--- src/rtl/trigger_sequence_engine.sv ---
// trigger_sequence_engine
// Qualifies an ordered sequence of trigger edges, each taken from a selectable
// source with its own polarity. Optional min/max windows between stages apply.
// One capture trigger is issued per arming.
// Optional feature: define TRIGGER_SEQ_AUTO_REARM_EN to add I_auto_rearm and
// O_seq_count (re-arm after each completed sequence, count completions).
//
// state      | meaning
// IDLE       | disarmed; waiting for armed_and_ready
// WAIT_FIRST | armed; waiting for the stage-0 edge
// WAIT_NEXT  | waiting for the edge of stage O_stage; gap counter running
// DONE       | trigger issued; holding until disarmed
module trigger_sequence_engine #(
    parameter int pNUM_INPUTS    = 4,
    parameter int pNUM_STAGES    = 4,
    parameter int pCOUNTER_WIDTH = 16,
    parameter int pSEL_WIDTH     = 2,
    parameter int pSTAGE_WIDTH   = 2
) (
    input  logic                                      adc_clk,
    input  logic                                      reset_n,
    input  logic                                      armed_and_ready,
    input  logic                                      I_bypass,
    input  logic [pNUM_INPUTS-1:0]                    I_trigger,
    input  logic [pNUM_STAGES*pSEL_WIDTH-1:0]         I_stage_sel,
    input  logic [pNUM_STAGES-1:0]                    I_stage_falling,
    input  logic [(pNUM_STAGES-1)*pCOUNTER_WIDTH-1:0] I_min_wait,
    input  logic [(pNUM_STAGES-1)*pCOUNTER_WIDTH-1:0] I_max_wait,
    input  logic [pSTAGE_WIDTH-1:0]                   I_last_stage,
    input  logic                                      I_restart_on_early,
`ifdef TRIGGER_SEQ_AUTO_REARM_EN
    input  logic                                      I_auto_rearm,
    output logic [7:0]                                O_seq_count,
`endif
    output logic                                      O_trigger,
    output logic [pSTAGE_WIDTH-1:0]                   O_stage,
    output logic                                      O_too_early,
    output logic                                      O_too_late
);

    typedef enum logic [1:0] {
        IDLE       = 2'd0,
        WAIT_FIRST = 2'd1,
        WAIT_NEXT  = 2'd2,
        DONE       = 2'd3
    } state_t;

    localparam logic [pSTAGE_WIDTH-1:0]   LAST_MAX = pSTAGE_WIDTH'(pNUM_STAGES - 1);
    localparam logic [pCOUNTER_WIDTH-1:0] CNT_ONE  = pCOUNTER_WIDTH'(1);
    localparam logic [pCOUNTER_WIDTH-1:0] CNT_SAT  = '1;

    state_t                      state_q, state_nxt;
    logic [pSTAGE_WIDTH-1:0]     stage_q, stage_nxt;
    logic [pCOUNTER_WIDTH-1:0]   counter_q, counter_nxt;
    logic                        too_early_q, too_early_nxt;
    logic                        too_late_q, too_late_nxt;
    logic                        trig_q, trig_nxt;

    logic [pNUM_INPUTS-1:0]      sync_s1, sync_s2, sync_s3;
    logic [pNUM_STAGES-1:0]      stage_edge;
    logic                        cur_edge;
    logic [pCOUNTER_WIDTH-1:0]   cur_min, cur_max;
    logic [pCOUNTER_WIDTH-1:0]   counter_inc;
    logic [pSTAGE_WIDTH-1:0]     last_eff;
    logic                        is_early, is_accept, is_timeout;
    logic                        bypass_raw;
    logic                        auto_rearm;

`ifdef TRIGGER_SEQ_AUTO_REARM_EN
    logic [7:0]                  seq_count_q;

    assign auto_rearm  = I_auto_rearm;
    assign O_seq_count = seq_count_q;
`else
    assign auto_rearm  = 1'b0;
`endif

    // Two-flop synchroniser per source plus a history flop for edge detection.
    always_ff @(posedge adc_clk or negedge reset_n) begin
        if (!reset_n) begin
            sync_s1 <= '0;
            sync_s2 <= '0;
            sync_s3 <= '0;
        end else begin
            sync_s1 <= I_trigger;
            sync_s2 <= sync_s1;
            sync_s3 <= sync_s2;
        end
    end

    // Per-stage edge: selected source, selected polarity.
    always_comb begin
        stage_edge = '0;
        for (int k = 0; k < pNUM_STAGES; k++) begin
            for (int i = 0; i < pNUM_INPUTS; i++) begin
                if (I_stage_sel[k*pSEL_WIDTH +: pSEL_WIDTH] == pSEL_WIDTH'(i)) begin
                    stage_edge[k] = I_stage_falling[k] ? (~sync_s2[i] &  sync_s3[i])
                                                       : ( sync_s2[i] & ~sync_s3[i]);
                end
            end
        end
    end

    // Edge and window limits that apply to the stage currently awaited.
    always_comb begin
        cur_edge = 1'b0;
        cur_min  = '0;
        cur_max  = '0;
        for (int k = 0; k < pNUM_STAGES; k++) begin
            if (stage_q == pSTAGE_WIDTH'(k)) begin
                cur_edge = stage_edge[k];
            end
        end
        for (int k = 1; k < pNUM_STAGES; k++) begin
            if (stage_q == pSTAGE_WIDTH'(k)) begin
                cur_min = I_min_wait[(k-1)*pCOUNTER_WIDTH +: pCOUNTER_WIDTH];
                cur_max = I_max_wait[(k-1)*pCOUNTER_WIDTH +: pCOUNTER_WIDTH];
            end
        end
    end

    // Raw stage-0 source for the bypass path; no synchroniser latency.
    always_comb begin
        bypass_raw = 1'b0;
        for (int i = 0; i < pNUM_INPUTS; i++) begin
            if (I_stage_sel[pSEL_WIDTH-1:0] == pSEL_WIDTH'(i)) begin
                bypass_raw = I_trigger[i];
            end
        end
    end

    assign last_eff    = (I_last_stage > LAST_MAX) ? LAST_MAX : I_last_stage;
    assign counter_inc = (counter_q == CNT_SAT) ? counter_q : counter_q + 1'b1;
    assign is_early    = cur_edge && (cur_min != '0) && (counter_q < cur_min);
    assign is_accept   = cur_edge && !is_early;
    assign is_timeout  = (cur_max != '0) && (counter_q == cur_max);

    // Next-state and registered-output logic of the sequencer.
    always_comb begin
        state_nxt     = state_q;
        stage_nxt     = stage_q;
        counter_nxt   = counter_q;
        too_early_nxt = too_early_q;
        too_late_nxt  = too_late_q;
        trig_nxt      = 1'b0;

        if (!armed_and_ready) begin
            // Disarm wins everywhere; sticky flags are kept for inspection.
            state_nxt   = IDLE;
            stage_nxt   = '0;
            counter_nxt = '0;
        end else begin
            unique case (state_q)
                IDLE: begin
                    state_nxt     = WAIT_FIRST;
                    stage_nxt     = '0;
                    counter_nxt   = '0;
                    too_early_nxt = 1'b0;
                    too_late_nxt  = 1'b0;
                end
                WAIT_FIRST: begin
                    if (cur_edge) begin
                        counter_nxt = CNT_ONE;
                        if (last_eff == '0) begin
                            trig_nxt  = 1'b1;
                            state_nxt = auto_rearm ? WAIT_FIRST : DONE;
                        end else begin
                            stage_nxt = pSTAGE_WIDTH'(1);
                            state_nxt = WAIT_NEXT;
                        end
                    end
                end
                WAIT_NEXT: begin
                    counter_nxt = counter_inc;
                    if (is_accept) begin
                        // An accepted edge beats a timeout in the same cycle.
                        counter_nxt = CNT_ONE;
                        if (stage_q >= last_eff) begin
                            trig_nxt = 1'b1;
                            if (auto_rearm) begin
                                state_nxt = WAIT_FIRST;
                                stage_nxt = '0;
                            end else begin
                                state_nxt = DONE;
                            end
                        end else begin
                            stage_nxt = stage_q + 1'b1;
                        end
                    end else begin
                        if (is_early) begin
                            too_early_nxt = 1'b1;
                        end
                        if (is_early && I_restart_on_early) begin
                            state_nxt   = WAIT_FIRST;
                            stage_nxt   = '0;
                            counter_nxt = '0;
                        end else if (is_timeout) begin
                            too_late_nxt = 1'b1;
                            state_nxt    = WAIT_FIRST;
                            stage_nxt    = '0;
                            counter_nxt  = '0;
                        end
                    end
                end
                DONE: begin
                    state_nxt = DONE;
                end
                default: begin
                    state_nxt = IDLE;
                end
            endcase
        end
    end

    // Sequencer state register and registered outputs.
    always_ff @(posedge adc_clk or negedge reset_n) begin
        if (!reset_n) begin
            state_q     <= IDLE;
            stage_q     <= '0;
            counter_q   <= '0;
            too_early_q <= 1'b0;
            too_late_q  <= 1'b0;
            trig_q      <= 1'b0;
        end else begin
            state_q     <= state_nxt;
            stage_q     <= stage_nxt;
            counter_q   <= counter_nxt;
            too_early_q <= too_early_nxt;
            too_late_q  <= too_late_nxt;
            trig_q      <= trig_nxt;
        end
    end

`ifdef TRIGGER_SEQ_AUTO_REARM_EN
    // Completed-sequence counter; trig_nxt is high exactly on completion.
    always_ff @(posedge adc_clk or negedge reset_n) begin
        if (!reset_n) begin
            seq_count_q <= '0;
        end else if (armed_and_ready && (state_q == IDLE)) begin
            seq_count_q <= '0;
        end else if (trig_nxt && (seq_count_q != 8'hFF)) begin
            seq_count_q <= seq_count_q + 8'd1;
        end
    end
`endif

    assign O_trigger   = I_bypass ? bypass_raw : trig_q;
    assign O_stage     = stage_q;
    assign O_too_early = too_early_q;
    assign O_too_late  = too_late_q;

endmodule

--- config.mk ---
export PLATFORM = sky130hd
export DESIGN_NAME = trigger_sequence_engine
export DESIGN_NICKNAME = d
export VERILOG_FILES = /design/src/rtl/trigger_sequence_engine.sv
export SDC_FILE = /design/constraint.sdc
export NUM_CORES = 1
export LEC_CHECK = 0
export CAP_MARGIN = 25
export CORE_MARGIN = 5
export CORE_UTILIZATION = 52
export CTS_CLUSTER_SIZE = 24
export DETAILED_ROUTE_END_ITERATION = 10
export GPL_TIMING_DRIVEN = 0
export PLACE_DENSITY = 0.92
export SLEW_MARGIN = 40
export SYNTH_ARGS = -nofsm -noshare
export SYNTH_HDL_FRONTEND = slang
export SYNTH_SLANG_ARGS = --single-unit
--- constraint.sdc ---
create_clock -name adc_clk -period 6.1 [get_ports adc_clk]
set_input_delay 0.61 -clock adc_clk [delete_from_list [all_inputs] [get_ports adc_clk]]
set_output_delay 0.61 -clock adc_clk [all_outputs]
set_load 0.1 [all_outputs]
# After elaboration in Yosys (flattened, before gate mapping)
# Index checks and enable logic that the tools add are counted.
# classes
order_cmp	3
bitwise	16
reduce_logical	21
n_eq_ne	31
n_addsub	2
muxes	84
# ops
cell	n
$mux 16	12
$mux 1	52
$pmux 16 s3	1
$reduce_bool 16->1	2
$mux 2	14
$eq 2x2->1 const B	12
$add 16x1->16 const B	1
$eq 16x16->1	1
$eq 16x16->1 const B	1
$lt 16x16->1	1
$logic_not 2->1	7
$eq 2x1->1 const B	6
$reduce_and 5->1	2
$and 1x1->1	8
$ne 2x2->1 const B	4
$ne 4x4->1 const B	2
$not 1->1	8
$pmux 2 s4	1
$ne 3x3->1 const B	2
$ne 6x6->1 const B	1
$pmux 1 s2	3
$pmux 2 s3	1
$reduce_and 3->1	2
$logic_and 1x1->1	5
other kinds (8)	8
# totals
input_bits	119
word_cells	166
register_bits	35

# Depth between registers and ports, before layout
# logic_depth
word_depth	18
mapped_depth	17

# Worst setup path after synthesis
# No wires, ideal clock.
# synth_path
kind	flip-flop to flip-flop
from	register stage_q[0] (netlist: O_stage[0])
to	register counter_q[0]
period_less_slack_ns	4.387
slack_ns	1.713
path_buffers	2
stages_incl_launch_ff	16
t_required_ns	5.973
arrival_time_ns	4.260
setup_ns	0.127
path_cell_list	dfrtp_1 inv_1 ha_1 buf_2 buf_1 a21oi_1 o2bb2ai_1 ha_1 a211o_1 a21oi_1 a211oi_1 a2111oi_2 nand3b_1 and2_1 o32a_4 mux2_1
# synth_between
elab_chain_len	12
word_cells_on_any_way	32
classes_between	order compare: 1; eq/ne: 6; mux: 15; reduce/logical: 10
# synth_lines
element	line_no	rtl
start: declaration	53	logic [pSTAGE_WIDTH-1:0] stage_q, stage_nxt;
start signal: assignment	226	stage_q <= stage_nxt;
parallel branches: the longest is 12 deep, another holds $lt 16x16->1	n/a	
end signal: assignment	227	counter_q <= counter_nxt;
end: declaration	54	logic [pCOUNTER_WIDTH-1:0] counter_q, counter_nxt;
# Several ways; the timed one is not identified.
# A chain may end at the register's enable or synchronous reset.

# Worst setup path in the final report
# layout_path
from	register stage_q[0] (netlist: O_stage[0])
to	register counter_q[5]
# Same word-level chain as after synthesis.

==> metrics.txt <==
commonest non-fill, non-tap cell in the layout=clkdlybuf4s50_1; Hold Worst Slack=around 0.23 ns; outcome=complete, no violations; GRT overflow=0; Most used DFF post-synth=dfrtp_1; Fin Setup TNS=0 ns; Post-synth ARST share=1.00; TritonCTS Buffers=5; element type at the critical path end=flip-flop; CP required=around 6.3 ns; leading cell types in the layout, fill and taps excluded=clkdlybuf4s50_1, dfrtp_1, nand2_1; Cell Chain, Critical Path=inv_1, ha_1, clkbuf_1, clkbuf_1, a21oi_1, o2bb2ai_1, ha_1, and3_1, a221oi_1, o21ai_0, a2111oi_2, nand3b_1, a221oi_2, nand2_1, buf_4, o221ai_1; cell count after synthesis=479; RR Startpoint=O_stage[0]; diodes inserted=0; actual slew at the worst max-slew pin=0.646 ns; Netlist Area Pre-Place=between 4000 and 5000 um^2; Max IR drop VDD=223 uV; CTS H-Tree Depth=2; Die Width=between 90 and 100 um; total power=approximately 1.1 mW; final wirelength=around 15000 um; met3 Usage GRT=0.0657; initial DRC count=between 500 and 600; FP Rows=32; Arrival @ worst endpoint=5.19 ns; count of cell types in the netlist=67; Synth area leader=dfrtp_1; core area=roughly 7600 um^2; largest net degree at the start of global routing=23; antenna viol nets, final=0; Worst R2R Path Depth=16; initial antenna violation count=0; met1 usage=0.391; Setup CP Type=reg -> reg; Syn. warnings=0; Area contributors post-synth=dfrtp_1, ha_1, mux4_2; post-cts resize count=0; number of global-route vias before repair=between 4000 and 5000; Syn Nets=625; routed len/inst=between 20 and 25 um; Post-Synth XOR/XNOR Area=0.0479; buffer depth of the longest clock path=2; Synth Area in Simple Gates=0.257; input/output buffers=between 100 and 150; leakage=around 2.1 nW; hold buffers post-CTS=0; min-delay worst type=in -> async; CTS sink count=35; Die ar.=9600 um^2; Setup crit start=O_stage[0]; Global Route Usage Sum=0.304; Worst path slowest cell=a221oi_2; Seq/Total Area, Yosys=0.218; dpl ws=about 1.3 ns; Setup WS post-layout=about 1.1 ns; max cap viols=0; # DRC=0; RSZ-0062 raised after global routing=false; first-pass GRT wire length=23700 um; Nets=755; post-CTS setup buffers=0; Reg2Reg Setup Slack=1.10 ns; drt first pass iters=9; Fmax achieved=200 MHz; share of the core filled with cells=0.717; share of cells above drive strength 1=0.0885; io pins=about 120; syn_area_per_cell=around 8.4 um^2; adder-cell share of the synthesized area=0.0840; Fin Clk Skew=roughly 0.0074 ns; Worst Path Max Fanout=10; height of the die=roughly 100 um; final setup fails=0; Largest stage delay, worst path=between 0.6 and 0.7 ns; post-synth top area share=0.218; via count=between 4000 and 5000; CTS tree=built; worst-skew pair later-pin latency=slightly below 0.3 ns; Syn-to-layout area delta=36.4%; Compound-Gate Fraction of Synth Area=0.269; Rel. slew slack=0.570; Worst-path clk slew=0.07 ns; Post-synth EDFFs=0; Tmin final=about 5 ns; busiest grt layer=met2; post-synthesis mux area share=0.0610; PD cells=~200 nW/um^2; reg2reg end=counter_q[5]; hpwl dp=between 10000 and 15000 um; max-slew violation count=0; period utilisation layout=0.820; Starting Density=0.526; CTS Root Cell=clkbuf_8; DR vias/cell=about 6.5; Worst setup SP type=flip-flop; Placer Congestion=roughly 1.0; largest family of logic cells by synthesized area=compound AO/OA/AOI/OAI gates; final-report hold violation count=0; #FFs+latches synth=35; met2 Track Usage GR=0.509
-- synthesized netlist by cell type (7+ instances only) --
cell type / number
clkbuf_1: 11
and2_1: 7
xor2_1: 11
a21oi_1: 28
nor2_1: 21
dfrtp_1: 35
nand4_1: 11
nand2b_1: 10
o21ai_0: 22
nand2_1: 35
ha_1: 27
mux4_2: 9
and3_1: 9
and4_1: 7
nor4_1: 10
inv_1: 26
nor2b_1: 11
o2bb2ai_1: 16
nand3b_1: 21
nand3_1: 22
o22ai_1: 14
buf_2: 12
xnor2_1: 11
-- area by class of cell --
type,instances,area (um^2)
plain buffers,29,154
clock buffers,6,82.6
clock inverters,2,35.0
fillers,582,2160
inverters,27,101
multi-input cells,388,2890
flip-flops and latches,35,876
well taps,102,128
repair buffers,123,1220
-- power breakdown --
| part | switching [mW] | internal (mW) |
|---|---|---|
| Combinational | 0.343 | 0.275 |
| Clock | 0.0837 | 0.132 |
| Sequential | 0.0135 | 0.246 |
| Total | 0.440 | 0.653 |
-- routing by layer --
layer / vias up / routed length [um]
li1: 2096 / -
met1: 2150 / 5810
met2: 330 / 7090
met3: 59 / 1820
met4: 0 / 470
met5: - / 0
-- kinds of logic after synthesis --
group | Yosys count
simple gates | 181
compound gates | 145
buf+inv | 56
flops | 35
fa+ha+maj | 27
xor+xnor | 22
mux | 13
-- how the worst max path moves through the flow --
stage / endpoint / slack, ns
final: counter_q[5] / 1.10
after CTS: counter_q[5] / 1.27
after floorplan: counter_q[0] / 1.71
after global routing: counter_q[5] / 0.92
after global placement: counter_q[5] / 1.45
after detailed placement: counter_q[5] / 1.32
-- registers in the layout, summed over array words and instances (netlist names) --
signal,count
sync_s2,4
trig_q,1
state_q,2
sync_s1,4
O_too_late,1
O_stage,2
sync_s3,4
counter_q,16
O_too_early,1
-- through the flow --
step                      area (um^2)  std cells
after floorplan                  4020        479
after detailed placement         5370        704
final                            5490        712
after CTS                        5490        712
after global placement           5370        703
after global routing             5490        712
-- worst max-delay path: cells and delay by family (launching register included) --
| family | cells | cell delay, ns |
|---|---|---|
| AO/OA/AOI/OAI | 7 | 2.00 |
| flip-flops | 1 | 0.45 |
| adder cells (fa/ha/maj) | 2 | 0.60 |
| AND/OR/NAND/NOR | 3 | 0.59 |
| buffers and inverters | 4 | 1.24 |
(Power assumes the default switching activity.)
